--- config.mk ---
export PLATFORM = sky130hd
export DESIGN_NAME = passive_arming_fsm
export DESIGN_NICKNAME = d
export VERILOG_FILES = /design/src/rtl/passive_arming_fsm.sv
export SDC_FILE = /design/constraint.sdc
export NUM_CORES = 1
export LEC_CHECK = 0
export CORE_MARGIN = 4
export CORE_UTILIZATION = 23
export CTS_CLUSTER_SIZE = 30
export DETAILED_ROUTE_END_ITERATION = 8
export HOLD_SLACK_MARGIN = 0.15
export PLACE_DENSITY = 0.45
export SLEW_MARGIN = 0
export SYNTH_ARGS = -nofsm -noshare
export SYNTH_HDL_FRONTEND = slang
export SYNTH_SLANG_ARGS = --single-unit
export TNS_END_PERCENT = 20
--- constraint.sdc ---
create_clock -name clk -period 2.2 [get_ports clk]
set_input_delay 0.44 -clock clk [delete_from_list [all_inputs] [get_ports clk]]
set_output_delay 0.44 -clock clk [all_outputs]
set_load 0.01 [all_outputs]
--- src/rtl/passive_arming_fsm.sv ---
// passive_arming_fsm: arms the alarm after ignition off, door open/close and a closed-door delay.
// Also registers a lights-left-on chime and exposes the state for the monitor.
module passive_arming_fsm #(
    parameter int ARM_DELAY = 6,
    parameter int CNT_W     = 4
) (
    input  logic       clk,
    input  logic       reset_L,
    input  logic       IgnitionSignalOn,
    input  logic       OpenDoorSign,
    input  logic       CarLightsOnSign,
    output logic       PassiveSignal,
    output logic       ArmPending,
    output logic       LightsChime,
    output logic [2:0] ArmState
);
    typedef enum logic [2:0] {
        IDLE       = 3'd0,
        WAIT_OPEN  = 3'd1,
        WAIT_CLOSE = 3'd2,
        COUNTDOWN  = 3'd3,
        ARMED      = 3'd4
    } armState_t;

    localparam logic [CNT_W-1:0] LAST_COUNT = CNT_W'(ARM_DELAY - 1);

    armState_t        state;
    logic [CNT_W-1:0] count;

    always_ff @(posedge clk or negedge reset_L) begin
        if (!reset_L) begin
            state       <= IDLE;
            count       <= '0;
            LightsChime <= 1'b0;
        end else begin
            LightsChime <= !IgnitionSignalOn & CarLightsOnSign & OpenDoorSign;
            if (IgnitionSignalOn) begin
                state <= IDLE;
                count <= '0;
            end else begin
                case (state)
                    IDLE:       state <= WAIT_OPEN;
                    WAIT_OPEN:  if (OpenDoorSign) state <= WAIT_CLOSE;
                    WAIT_CLOSE: if (!OpenDoorSign) begin
                        state <= COUNTDOWN;
                        count <= '0;
                    end
                    // Reopening restarts the full delay on the next close.
                    COUNTDOWN:  if (OpenDoorSign) begin
                        state <= WAIT_CLOSE;
                        count <= '0;
                    end else if (count == LAST_COUNT) begin
                        state <= ARMED;
                    end else begin
                        count <= count + CNT_W'(1);
                    end
                    ARMED:      state <= ARMED;
                    default: begin
                        state <= IDLE;
                        count <= '0;
                    end
                endcase
            end
        end
    end

    assign ArmState      = state;
    assign PassiveSignal = (state == ARMED);
    assign ArmPending    = (state == COUNTDOWN);
endmodule

---- Word level (Yosys, flattened, before mapping) ----
Cells that the tools add are included.
word-level totals
  input port bits ......................... 5
  register bits ........................... 8
  word-level logic and storage cells ...... 32
operators by class
  multiplexer cells ....................... 11
  bitwise operators ....................... 2
  equal/unequal tests ..................... 10
  reductions and logical operators ........ 5
  add/subtract/negate cells ............... 1
operator list
  kind                                                    number
  two-way mux 4 bit                                       4
  two-way mux 3 bit                                       5
  case mux 3 bit (5 select lines)                         1
  case mux 4 bit (3 select lines)                         1
  equality test 3 x 2 -> 1 bit (second input constant)    2
  inequality test 3 bit (second input constant)           2
  AND reduction 3 bit                                     2
  adder 4 x 1 -> 4 bit (second input constant)            1
  equality test 4 x 3 -> 1 bit (second input constant)    1
  inequality test 4 x 3 -> 1 bit (second input constant)  1
  inequality test 4 bit (second input constant)           1
  equality test 3 x 1 -> 1 bit (second input constant)    1
  equality test 3 bit (second input constant)             1
  logical NOT 3 bit                                       1
  OR reduction 3 bit                                      1
  bitwise AND 1 bit                                       2
  inequality test 2 x 1 -> 1 bit (second input constant)  1
  logical NOT 1 bit                                       1

---- Logic depth before layout (Yosys ltp) ----
Gate-level depths: netlist of the first run.
  depth in word-level cells ............... 5
  gate-level depth with buffers ........... 6
  gate-level depth less buffers ........... 6

---- Least setup slack after synthesis of the first run ----
Ideal clock, no wire load.
  path type ............................... register -> register
  from .................................... register count[0]
  to ...................................... register count[2]
  path buffers ............................ 0
  cell stages (with the launch flop) ...... 6
  library setup time ...................... 126 ps
  data arrival time ....................... 1413 ps
  setup slack ............................. 661 ps
  path through ............................ dfrtp_1 -> ha_1 -> and4b_4 -> o311ai_2 -> nor2_2 -> a221o_1
between the ends
  word-level cells in the longest chain between the ends .. 5
  elaborated cells on any way between the ends .. 8
  classes of those cells .................. add/sub (1); eq/ne (2); mux (4); reduce/logical (1)
RTL lines
  what                             line  RTL
  start: declaration               28    logic [CNT_W-1:0] count;
  start signal: assignment         55    count <= count + CNT_W'(1);
  adder 4 x 1 -> 4 bit             55
  two-way mux 4 bit                52    end else if (count == LAST_COUNT) begin
  two-way mux 4 bit                49    COUNTDOWN: if (OpenDoorSign) begin
  case mux 4 bit (3 select lines)  41    case (state)
  two-way mux 4 bit                37    if (IgnitionSignalOn) begin
Several ways; a longest one is shown, not always the timed one. The select of a mux whose other input is x is not followed.
A chain may end at the register's enable or synchronous reset.

---- Final worst setup path of the first run ----
  from .................................... register state[0], in the netlist ArmState[0]
  to ...................................... output port PassiveSignal
between the ends
  word-level cells in the longest chain between the ends .. 1
RTL lines
  what                      line  RTL
  start: declaration        27    armState_t state;
  start signal: assignment  32    state <= IDLE;
  start signal: assignment  38    state <= IDLE;
  start signal: assignment  42    IDLE: state <= WAIT_OPEN;
  equality test 3 bit       68    assign PassiveSignal = (state == ARMED);
  end: declaration          12    output logic PassiveSignal,
Every way passes these cells.

==> results of run 1 <==
==> layer usage <==
layer	wire length [µm]	vias to the layer above
met1	464	174
li1	-	182
met2	419	6
met5	0	-
met4	23	0
met3	33	2
==> placed cells by master, fill, tap and decap left out, types with 2 or more instances in the layout <==
master           Yosys  final
o21ai_0              2      2
clkdlybuf4s50_1      0     10
nor2_1               3      3
inv_1                3      3
and2_1               2      2
a22o_1               2      2
dfrtp_1              8      8
ha_1                 2      2
nor4_1               2      2
clkbuf_4             0      3
nand2_1              3      3
nand3_1              2      2
==> registers in the layout (all words and copies together) (netlist names) <==
name,cells
ArmState,3
count,4
LightsChime,1
==> path summary, 6_finish.rpt <==
kind / start / endpoint
max in group asynchronous: reset_L / count[3]
hold reg to reg: count[3] / count[3]
hold / removal: reset_L / LightsChime
setup / recovery: ArmState[0] / PassiveSignal
setup reg to reg: count[1] / count[2]
min in group clk: count[3] / count[3]
==> power breakdown <==
| group | internal, W | leakage, nW | switching, W |
|---|---|---|---|
| clock | 0.0000623 | 0.0138 | 0.0000483 |
| sequential | 0.000151 | 0.109 | 0.00000641 |
| combinational | 0.0000211 | 0.154 | 0.0000173 |
==> kinds of logic (layout without fill, tap and decap cells) <==
group                    Yosys count  count (layout)  synth area share
buffers and inverters              3              17           0.02557
AND/OR/NAND/NOR                   19              19            0.2614
multiplexers                       1               1           0.02557
AO/OA/AOI/OAI                      8               8            0.1563
XOR/XNOR                           1               1           0.01989
adder cells (fa/ha/maj)            2               2           0.05681
flip-flops                         8               8            0.4545
==> cell type report <==
class / instances / share of cell area
Multi-Input combinational cell: 31 / 0.3805
Sequential cell: 8 / 0.3326
Timing Repair Buffer: 11 / 0.1788
Tap cell: 25 / 0.05198
Clock buffer: 3 / 0.03742
Inverter: 3 / 0.01871
==> stage by stage <==
stage / util / setup slack (ps) / power, W
global placement: 0.3284 / 337.7 / 0.0001997
CTS: 0.3411 / 137.0 / 0.0003133
detailed placement: 0.3284 / 321.4 / 0.0001991
floorplan: - / 661.5 / 0.0001725
global route: 0.3411 / 18.60 / 0.0003194
finish: 0.3411 / 159.3 / 0.0003067
==> results.yml, run 1 <==
cells_and_area:
  share_of_cells_above_drive_strength_1: 0.1429
  n_antenna_cell: 0
  area_delta_synth_final_pct: 36.65
  fin_area_um2: 601.8
  regArea_um2: 200.2
  fillers: 198
  num-nets-final: 65
  final_instance_count_without_filler_cells: 81
  multiInputGateArea_um2: 229.0
job:
  cap_violations: 0
run_status:
  status: "finished, final reports clean"
yosys:
  post_synth_instance_area_um2: 440.4
  synth.distinct_cells: 23
  synth_nets: 49
  synth.avg_cell_area_um2: 10.49
  yosysMostFrequentCell: "dfrtp_1"
  synth_area_leaders: "dfrtp_1 (45%), ha_1 (5.7%), a22o_1 (4.0%)"
  number_of_synthesized_flops_with_an_enable_pin: 0
  netlist.area_leader.share: 0.4545
  ys_ff_latch: 8
  synth-seq-area-share: 0.4545
  synth.top_cells.by_count: "dfrtp_1 (8), inv_1 (3), nand2_1 (3), nor2_1 (3)"
  synthDominantAreaCellType: "dfrtp_1"
  ys_async_sr_fraction: 1.000
  synth_warnings: 0
  post_synth_top_flop: "dfrtp_1"
  post_synth_inst_count: 42
placement:
  place_congestion: 0.7263
  dpl-instance-area_um2: 579.3
  hpwl_um: 737.6
  dp.cells: 78
  buffer_ports.inserted: 10
critical_path:
  worst_r2r_path_depth: 6
  cp_data_arrival_time_ps: 1600
  critical_path.cell_chain: "nor3b_1 -> clkdlybuf4s50_1"
  r2r_slack_ps: 560
  worst_path_slowest_cell: "clkdlybuf4s50_1"
  critical_path_buf_inv_count: 1
  worst_setup_path_start_kind: "register"
  timing.critical_path.slowest_cell_delay_ps: 590
  crit_path_max_fanout: 7
  path_delay_family: "buffers and inverters"
  critical_path_stages: 2
  required_time_of_the_worst_setup_path_ps: 1760
  setup.worst_path.end_class: "primary output"
  path_class: "register to primary output"
sta:
  finalCritPeriodShare: 0.9276
  clock_skew_after_layout_ps: 6.004
  timing.hold.ws_ps: 471.7
  totalNegativeSetupSlack_ps: 0
  grt_setup_unrepaired: "no"
  final_max_slew_viol_count: 0
  timing_worst_slew_pin_value_ps: 377.0
  achievable-frequency_mhz: 490.0
  min_period_ps: 2041
  slew_headroom: 0.7479
  hold_viol_final: 0
  finalSetupViolCount: 0
grt:
  overflow: 0
  grt_use_total: 0.07577
  grt_util_met1: 0.09632
  first_global_vias: 330
  gr-usage-met2: 0.1017
  globalRouteMet3Util: 0.01433
  grt_pass1_wl_mm: 1.435
  pin_count_of_the_biggest_net_entering_global_routing: 9
  busiest_layer: "met2"
  grt_antenna_before_repair: 0
detailed_routing:
  drt_pass1_iterations: 3
  wirelength_um: 940
  drc_violation_total_after_the_first_tritonroute_iteration: 2
  vias_post_dr: 364
  route.detailed.drc: 0
  ant_nets: 0
  routed_via_density: 4.494
  detail_route.wl_per_cell_um: 11.60
clock_tree:
  cts-hold-fix-buffers: 0
  cts_inserted_buffers: 3
  cts_setup_buffers: 0
  cts_buffer_depth: 2
  clock_tree.root_cell: "clkbuf_4"
  cts.clk_slew.worst_paths_ps: 60
  post_cts_resize_count: 0
  numClockSinks: 8
  worst_skew_pair.late_latency_ps: 250
  tritoncts: "yes"
  cts_max_level: 1
floorplan:
  initial_core_util: 0.2496
  core_area_mm2: 0.001764
  die-area_mm2: 0.002679
  y_dimension_of_the_die_um: 51.76
  placement_rows: 15
  die_w_um: 51.76
  boundaryPins: 11
power:
  leakagePower_nw: 0.2766
  power_density_mw_per_mm2: 509.6
  worst_ir_drop_vdd_mv: 0.1433
min_path:
  hold_class: "primary input to asynchronous set/reset pin"
No activity file was read; power rests on OpenSTA's default activity.
==> run 2: changes to the inputs <==
--- a/config.mk
+++ b/config.mk
@@ -15,4 +15,4 @@
 export SYNTH_ARGS = -nofsm -noshare
 export SYNTH_HDL_FRONTEND = slang
 export SYNTH_SLANG_ARGS = --single-unit
-export TNS_END_PERCENT = 20
+export TNS_END_PERCENT = 1
==> results of run 2 <==
The final DEF is identical to that of run 1; final timing and power are the same.
==> run 3: changes to the inputs <==
--- a/config.mk
+++ b/config.mk
@@ -11,7 +11,6 @@
 export DETAILED_ROUTE_END_ITERATION = 8
 export HOLD_SLACK_MARGIN = 0.15
 export PLACE_DENSITY = 0.45
-export SLEW_MARGIN = 0
 export SYNTH_ARGS = -nofsm -noshare
 export SYNTH_HDL_FRONTEND = slang
 export SYNTH_SLANG_ARGS = --single-unit
==> results of run 3 <==
The final DEF is identical to that of run 1; final timing and power are the same.
